File: config.mk
export PLATFORM = sky130hd
export DESIGN_NAME = ifetch_unit
export DESIGN_NICKNAME = d
export VERILOG_FILES = /design/src/rtl/ifetch_unit.sv
export SDC_FILE = /design/constraint.sdc
export NUM_CORES = 1
export LEC_CHECK = 0
export ABC_AREA = 1
export CAP_MARGIN = 20
export CORE_ASPECT_RATIO = 1.75
export CORE_MARGIN = 5
export CORE_UTILIZATION = 30
export CTS_BUF_LIST = sky130_fd_sc_hd__clkbuf_16
export DETAILED_ROUTE_END_ITERATION = 10
export GPL_ROUTABILITY_DRIVEN = 0
export PLACE_DENSITY_LB_ADDON = 0.3
export REMOVE_ABC_BUFFERS = 1
export SLEW_MARGIN = 20
export SYNTH_ARGS = -nofsm -noshare
export SYNTH_HDL_FRONTEND = slang
export SYNTH_SLANG_ARGS = --single-unit
export TNS_END_PERCENT = 5
File: constraint.sdc
create_clock -name clk -period 1.9 [get_ports clk]
set_input_delay 0.285 -clock clk [delete_from_list [all_inputs] [get_ports clk]]
set_output_delay 0.285 -clock clk [all_outputs]
set_load 0.05 [all_outputs]
File: src/rtl/ifetch_unit.sv
// Instruction fetch: owns the PC, issues reads to a 1-cycle synchronous ROM and
// buffers returned words in a 2-entry skid FIFO feeding decode over valid/ready.
module ifetch_unit #(
  parameter int          AWIDTH   = 12,
  parameter int          DWIDTH   = 16,
  parameter int unsigned RESET_PC = 0
) (
  input  logic              clk,
  input  logic              rst,
  input  logic              en_in,
  output logic              rom_en,
  output logic [AWIDTH-1:0] rom_addr,
  input  logic [DWIDTH-1:0] rom_data,
  output logic [DWIDTH-1:0] inst,
  output logic [AWIDTH-1:0] inst_pc,
  output logic              inst_valid,
  input  logic              inst_ready,
  input  logic              redirect,
  input  logic [AWIDTH-1:0] redirect_pc
);

  logic [AWIDTH-1:0] pc_q, pc_d;
  logic [AWIDTH-1:0] inflight_pc_q;
  logic              inflight_q, inflight_d;
  logic [1:0]        count_q, count_d;
  logic              rd_ptr_q, rd_ptr_d;
  logic              wr_ptr_q, wr_ptr_d;
  logic [DWIDTH-1:0] word_q [2];
  logic [AWIDTH-1:0] epc_q  [2];

  logic       pop;
  logic       push;
  logic       issue;
  logic [2:0] occupancy;

  assign inst_valid = (count_q != 2'd0);
  assign inst       = inst_valid ? word_q[rd_ptr_q] : '0;
  assign inst_pc    = inst_valid ? epc_q[rd_ptr_q]  : '0;

  assign pop  = inst_valid & inst_ready;
  // A redirect kills the returning read so stale words never reach decode.
  assign push = inflight_q & ~redirect;

  // Credit check: FIFO entries plus the read in flight, less this cycle's pop,
  // must leave room for the word this issue will return.
  assign occupancy = {1'b0, count_q} + {2'b00, inflight_q};
  assign issue     = en_in & ~redirect & ~rst & (occupancy < (3'd2 + {2'b00, pop}));

  assign rom_en   = issue;
  assign rom_addr = pc_q;

  always_comb begin
    pc_d       = pc_q;
    inflight_d = inflight_q;
    count_d    = count_q;
    rd_ptr_d   = rd_ptr_q;
    wr_ptr_d   = wr_ptr_q;
    if (redirect) begin
      pc_d       = redirect_pc;
      inflight_d = 1'b0;
      count_d    = 2'd0;
      rd_ptr_d   = 1'b0;
      wr_ptr_d   = 1'b0;
    end else begin
      inflight_d = issue;
      if (issue) pc_d = pc_q + 1'b1;
      if (push)  wr_ptr_d = ~wr_ptr_q;
      if (pop)   rd_ptr_d = ~rd_ptr_q;
      count_d = count_q + {1'b0, push} - {1'b0, pop};
    end
  end

  always_ff @(posedge clk or posedge rst) begin
    if (rst) begin
      pc_q       <= AWIDTH'(RESET_PC);
      inflight_q <= 1'b0;
      count_q    <= 2'd0;
      rd_ptr_q   <= 1'b0;
      wr_ptr_q   <= 1'b0;
    end else begin
      pc_q       <= pc_d;
      inflight_q <= inflight_d;
      count_q    <= count_d;
      rd_ptr_q   <= rd_ptr_d;
      wr_ptr_q   <= wr_ptr_d;
    end
  end

  // Payload storage is qualified by count/inflight, so it needs no reset.
  always_ff @(posedge clk) begin
    if (issue) inflight_pc_q <= pc_q;
    if (push) begin
      word_q[wr_ptr_q] <= rom_data;
      epc_q[wr_ptr_q]  <= inflight_pc_q;
    end
  end

endmodule

==> results.toml, run 1 <==
[logic_synthesis]
share_of_synthesized_cell_area_in_and_or_nand_and_nor_gates_pct = 18.8
synth_top_family_by_area = "simple AND/OR/NAND/NOR gates"
muxShareOfSynthArea_pct = 0
synthXorXnorAreaFrac_pct = 1.23
synth.yosys.warnings = 0
syn-instance-count = 319
synth.avg_cell_area_um2 = 11.2
synth_fa_ha_area_share_pct = 1.76
synth_seq_area_share_pct = 69.2
synth_cell_types = 22
synth_compound_area_share_pct = 5.12
yosys_register_bits = 85
syn_area_mm2 = 0.00356

[timing]
final_cycle_share_pct = 102
finClkSkew_ns = 0.00425
finalCriticalPeriod_ns = 1.93
worst_slew_pin_slew_ns = 0.321
slew-limit-headroom_pct = 78.5
rsz_0062_raised_after_global_routing = "yes"
max_freq_mhz = 517
final.setup.worst_slack_ns = -0.0345
final_hold_viol_count = 0
setup_viol = 1
tns_ns = -0.0345
final-max-slew-violation-count = 0

[finish]
final_design_area_no_fill_mm2 = 0.00503
final_nets = 449
layout-area-overhead-vs-synth_pct = 41.2
layoutNonFillerInstCount = 551
number_of_diodes = 0
ratio_of_cells_with_drive_above_1_in_the_final_layout_pct = 23.1
utilization_pct = 43.2

[floorplanning]
ioPinCount = 75
initial_utilization_pct = 30.6
die_area_mm2 = 0.0142
core_area_mm2 = 0.0116
floorplan.rows = 52
die_w_um = 92.4
die_ht_um = 154

[setup_path]
critical_path_peak_fanout = 2
setup.worst_path.start_class = "flip-flop"
cp-end-kind = "primary output"
worst-setup-path-type = "reg2out"
worst-endpoint-required_ns = 1.62
reg2reg_setup_slack_ns = 0.08
regToRegEndpoint = "rom_addr[11]"
rr_startpoint = "count_q[0]"
cp.arrival_ns = 1.65
reg2regPathDepth = 10

[routing]
initialDrtViolationCount = 96
route.vias.total = 2576
drt_first_pass_iters = 4
remaining_drc_errors = 0
drt-wirelength-per-cell_um = 14.7
drt.antenna.violating_nets = 0
vias_per_cell = 4.68
wirelength_um = 8090

[cts]
number_of_h_tree_levels = 3
clk-insertion-delay-late_ns = 0.32
tritoncts = "built"
max-clock-path-buffers = 2
clock-root-buffer = "clkbuf_16"
worst_setup_hold_path_clk_slew_ns = 0.06
number_of_clock_sinks = 85
cts_hold_buf = 0
cts-buffers-inserted = 9

[outcome]
violated_checks = "setup timing"
status = "finished with violations"

[power]
pwr_density_cell_mw_per_mm2 = 1340
vdd_ir_drop_max_mv = 0.548
design_power_total_w = 0.00672
cellLeakagePower_nw = 2.00

[flow_run]
max-cap-violations = 0

[grt]
grt_use_total_pct = 11.7
first_global_vias = 2567
grt_start_max_net_pins = 29
global_route_wire_length_before_repair_um = 13100
overflow = 0
antenna_found_initial = 0

[placed_design]
buffer_ports.inserted = 74
dp_hpwl_um = 5650
numPlacedInstances = 528
dpl_cell_area_mm2 = 0.00464

[hold_path]
hp-class = "in2async"
## report_power, final
part	internal [W]	leakage [nW]	switching [W]
Clock	0.000853	0.139	0.000608
Sequential	0.00213	0.830	0.000107
Combinational	0.00108	1.03	0.00193
## layer usage
metal	up-vias	wire, µm	part of all wire [%]	track usage (%)
met5	-	0	0	0
met4	0	149	1.8	4.68
met3	11	307	3.8	2.58
met2	57	4540	56	22.2
met1	1234	3100	38	12.4
li1	1274	-	-	-
## cells in the mapped netlist
master,n,area (µm²)
a21oi_1,30,150
xor2_1,2,17.5
nand3b_1,2,15.0
clkbuf_1,4,15.0
inv_2,3,11.3
dfrtp_1,17,425
buf_2,6,30.0
nand3_2,3,30.0
inv_1,16,60.1
nand2_1,105,394
nand4_1,2,12.5
a21oi_2,1,8.76
xnor2_1,3,26.3
ha_1,5,62.6
edfxtp_1,68,2040
nand3_1,32,160
nand2_2,2,12.5
o22ai_1,1,6.26
a21o_1,1,7.51
buf_6,2,22.5
nor2_1,12,45.0
o21ai_0,2,10.0
## critical path, stage by stage (launching register included)
cell and delay, ns:
dfrtp_1 0.39, ha_2 0.19, ha_4 0.16, nor2_4 0.08
nand3_2 0.08, a21oi_2 0.17, buf_12 0.13, buf_12 0.12
## sequential cells by signal, indices dropped and copies added, names as in the netlist
name	cells
wr_ptr_q	1
word_q	32
rom_addr	12
rd_ptr_q	1
epc_q	24
inflight_pc_q	12
inflight_q	1
count_q	2
## cells by family (layout without fill, tap and decap cells)
| kind of cell | after synthesis | in the layout |
|---|---|---|
| AOI/OAI and AO/OA | 35 | 35 |
| xor gates and xnor gates | 5 | 5 |
| adders and majority gates | 5 | 5 |
| buffers and inverters | 31 | 128 |
| DFF | 85 | 85 |
| and+or+nand+nor | 158 | 158 |
## per-stage QoR
step / hold WS [ns] / setup slack (ns)
global route: 0.408 / -0.0972
finish: 0.378 / -0.0345
floorplan: 0.211 / -0.433
global placement: 0.426 / 0.0926
CTS: 0.369 / -0.0718
detailed placement: 0.429 / 0.0695
## worst max-delay path by stage
stage                from               end  slack (ns)  cells past startpoint
2_1_floorplan  inflight_q  inflight_pc_q[0]       -0.43                      5
3_3_place_gp     redirect            rom_en        0.09                      6
3_5_place_dp     redirect            rom_en        0.07                      6
4_1_cts        count_q[0]            rom_en       -0.07                      7
5_1_grt        count_q[0]            rom_en        -0.1                      7
6_report       count_q[0]            rom_en       -0.03                      7
## cell type report
| type | count | area (µm²) |
|---|---|---|
| fillers | 1076 | 6610 |
| flip-flops and latches | 85 | 2470 |
| multi-input cells | 203 | 1040 |
| repair buffers | 93 | 1030 |
| clock buffers | 9 | 225 |
| well taps | 135 | 169 |
| inverters | 19 | 78.8 |
| clock inverters | 7 | 27.5 |
## what timing repair did
action | in CTS | in global routing
hold endpoints to repair | 0 | 0
endpoints found under the setup margin | 29 | 30
pin swaps | 2 | 2
buffers inserted | 5 | 2
gates resized for setup | 8 | 14
## placed cells by master, fill, tap and decap left out, types with 3 or more instances in the layout
| master | count |
|---|---|
| xnor2_1 | 3 |
| nand2_1 | 105 |
| nand3_1 | 32 |
| buf_12 | 20 |
| dfrtp_1 | 17 |
| buf_4 | 41 |
| inv_1 | 20 |
| ha_1 | 3 |
| edfxtp_1 | 68 |
| clkbuf_16 | 9 |
| clkdlybuf4s50_1 | 32 |
| nand3_2 | 3 |
| a21oi_2 | 12 |
| nor2_1 | 9 |
| nor2_4 | 3 |
| a21oi_1 | 19 |
Power figures use the tool's default switching activity.
==> run 2, diff against run 1 <==
--- a/config.mk
+++ b/config.mk
@@ -6,6 +6,7 @@
 export NUM_CORES = 1
 export LEC_CHECK = 0
 export ABC_AREA = 1
+export ABC_CLOCK_PERIOD_IN_PS = 1900
 export CAP_MARGIN = 20
 export CORE_ASPECT_RATIO = 1.75
 export CORE_MARGIN = 5
@@ -13,8 +14,10 @@
 export CTS_BUF_LIST = sky130_fd_sc_hd__clkbuf_16
 export DETAILED_ROUTE_END_ITERATION = 10
 export GPL_ROUTABILITY_DRIVEN = 0
+export GPL_TIMING_DRIVEN = 0
 export PLACE_DENSITY_LB_ADDON = 0.3
 export REMOVE_ABC_BUFFERS = 1
+export SKIP_LAST_GASP = 1
 export SLEW_MARGIN = 20
 export SYNTH_ARGS = -nofsm -noshare
 export SYNTH_HDL_FRONTEND = slang
==> results.toml, run 2 (synthesis results as in run 1) <==
[setup_path]
rr_startpoint = "count_q[0]"
worst-setup-path-type = "reg2out"
worst_setup_path_startpoint = "count_q[0]"
worst-path-stages = 5
crit_path_top_delay_cell = "dfrtp_1"
worst-endpoint-required_ns = 1.62
reg2regPathDepth = 6
setup.worst_path.start_class = "flip-flop"
crit_family = "flip-flops"
timing.critical_path.buf_inv = 2
critical_path_peak_fanout = 4
worst_setup_path_endpoint = "rom_en"
reg2reg_setup_slack_ns = 0.07
cell_chain_of_the_critical_path = "ha_1, inv_1, nand3_2, a21oi_4, buf_6"
regToRegEndpoint = "inflight_pc_q[2]"
crit_path_max_incr_delay_ns = 0.40
cp-end-kind = "primary output"
cp.arrival_ns = 1.71

[cts]
tritoncts = "built"
max-clock-path-buffers = 2
clk-insertion-delay-late_ns = 0.33
number_of_h_tree_levels = 3
clock-root-buffer = "clkbuf_16"
number_of_clock_sinks = 85
worst_setup_hold_path_clk_slew_ns = 0.06
cts-buffers-inserted = 9

[routing]
drt.antenna.violating_nets = 0
vias_per_cell = 4.67
drt_first_pass_iters = 4
route.vias.total = 2579
drt-wirelength-per-cell_um = 15.6
remaining_drc_errors = 0
initialDrtViolationCount = 109
wirelength_um = 8620

[finish]
layout.area.seq_mm2 = 0.00247
ratio_of_cells_with_drive_above_1_in_the_final_layout_pct = 19.2
utilization_pct = 42.5
number_of_diodes = 0
final_common_cell = "nand2_1"
final_nets = 450
layout-area-overhead-vs-synth_pct = 38.9
multi_input_comb_area_mm2 = 0.00101
largest_register = "word_q"
final.fill_count = 1099
largest_register_ffs = 32
most-common-layout-cells = "105 x nand2_1, 68 x edfxtp_1, 43 x clkdlybuf4s50_1"
final_design_area_no_fill_mm2 = 0.00495
biggestRegsByFlops = "word_q x32, epc_q x24"

[placed_design]
buffer_ports.inserted = 74
dp_hpwl_um = 5380
dpl_cell_area_mm2 = 0.00448

[timing]
setup_viol = 28
final_hold_viol_count = 0
finClkSkew_ns = 0.00488
final-max-slew-violation-count = 0
final.setup.worst_slack_ns = -0.0940
worst_slew_pin_slew_ns = 0.728
max_freq_mhz = 502
slew-limit-headroom_pct = 51.4
rsz_0062_raised_after_global_routing = "yes"
final_cycle_share_pct = 105
finalCriticalPeriod_ns = 1.99

[floorplanning]
die_w_um = 92.4
die_ht_um = 154
core_area_mm2 = 0.0116
initial_utilization_pct = 30.6
ioPinCount = 75
die_area_mm2 = 0.0142
floorplan.rows = 52

[flow_run]
max-cap-violations = 0

[grt]
antenna_found_initial = 0
overflow = 0
grt_start_max_net_pins = 29
global_route_wire_length_before_repair_um = 13800
grt_use_total_pct = 12.8
first_global_vias = 2649

[power]
vdd_ir_drop_max_mv = 0.524
pwr_density_cell_mw_per_mm2 = 1390
cellLeakagePower_nw = 1.98

[outcome]
status = "finished with violations"
violated_checks = "setup timing"

[hold_path]
hp-class = "in2reg"
==> run 2: changes by cell type in the layout (fill, tap and decap cells not counted), sizes merged, moves of 2 or more <==
cell	delta
clkdlybuf4s50	+11
clkdlybuf4s15	+4
inv	-5
clkinvlp	+2
buf	-18
bufinv	+4
==> run 2: worst min-delay path by stage <==
stage	from	end	slack, ns	depth (start not counted)
floorplan	rst	count_q[0]	0.21	1
global placement	inflight_pc_q[7]	epc_q[0][7]	0.42	0
detailed placement	inflight_pc_q[7]	epc_q[1][7]	0.43	0
CTS	inflight_pc_q[8]	epc_q[0][8]	0.45	0
global route	redirect	count_q[1]	0.43	2
finish	redirect	count_q[0]	0.39	2
==> run 2: per-layer routing <==
metal	global-route usage (%)	routed length (µm)	vias to the layer above
li1	-	-	1281
met1	13.2	3230	1219
met2	24.4	4810	67
met3	3.16	396	12
met4	4.46	189	0
met5	0	0	-
==> run 2: timing repair <==
item / 4_1_cts / 5_1_grt
buffers inserted: 10 / 6
endpoints found under the setup margin: 124 / 111
cloned: 2 / 0
hold buffers: 0 / 0
resized for setup: 154 / 6
pin swaps: 1 / 4
==> run 2: final cells by class <==
type                    count  area share (%)
clock buffers               9            4.55
clock inverters             7            2.78
inverters                  19            1.62
multi-input cells         204            20.5
flip-flops and latches     85            49.9
well taps                 135            3.41
repair buffers             92            17.1
repair inverters            1           0.152
==> run 2: through the flow <==
stage	hold slack, ns	setup slack [ns]	std cells	TNS [ns]	power, W
after detailed placement	0.431	-1.70	518	-107.19	0.00486
after global placement	0.424	-2.19	516	-187.09	0.00481
final	0.389	-0.0940	552	-0.694	0.00689
after global routing	0.428	-0.187	552	-4.04	0.00722
after floorplan	0.211	-0.433	307	-37.77	0.00392
after CTS	0.446	-0.171	546	-4.33	0.00697
==> run 2: power by group <==
part / internal, W / switching, W / total [W]
logic: 0.000683 / 0.00185 / 0.00253
clock network: 0.00141 / 0.000677 / 0.00209
registers: 0.00214 / 0.000124 / 0.00226
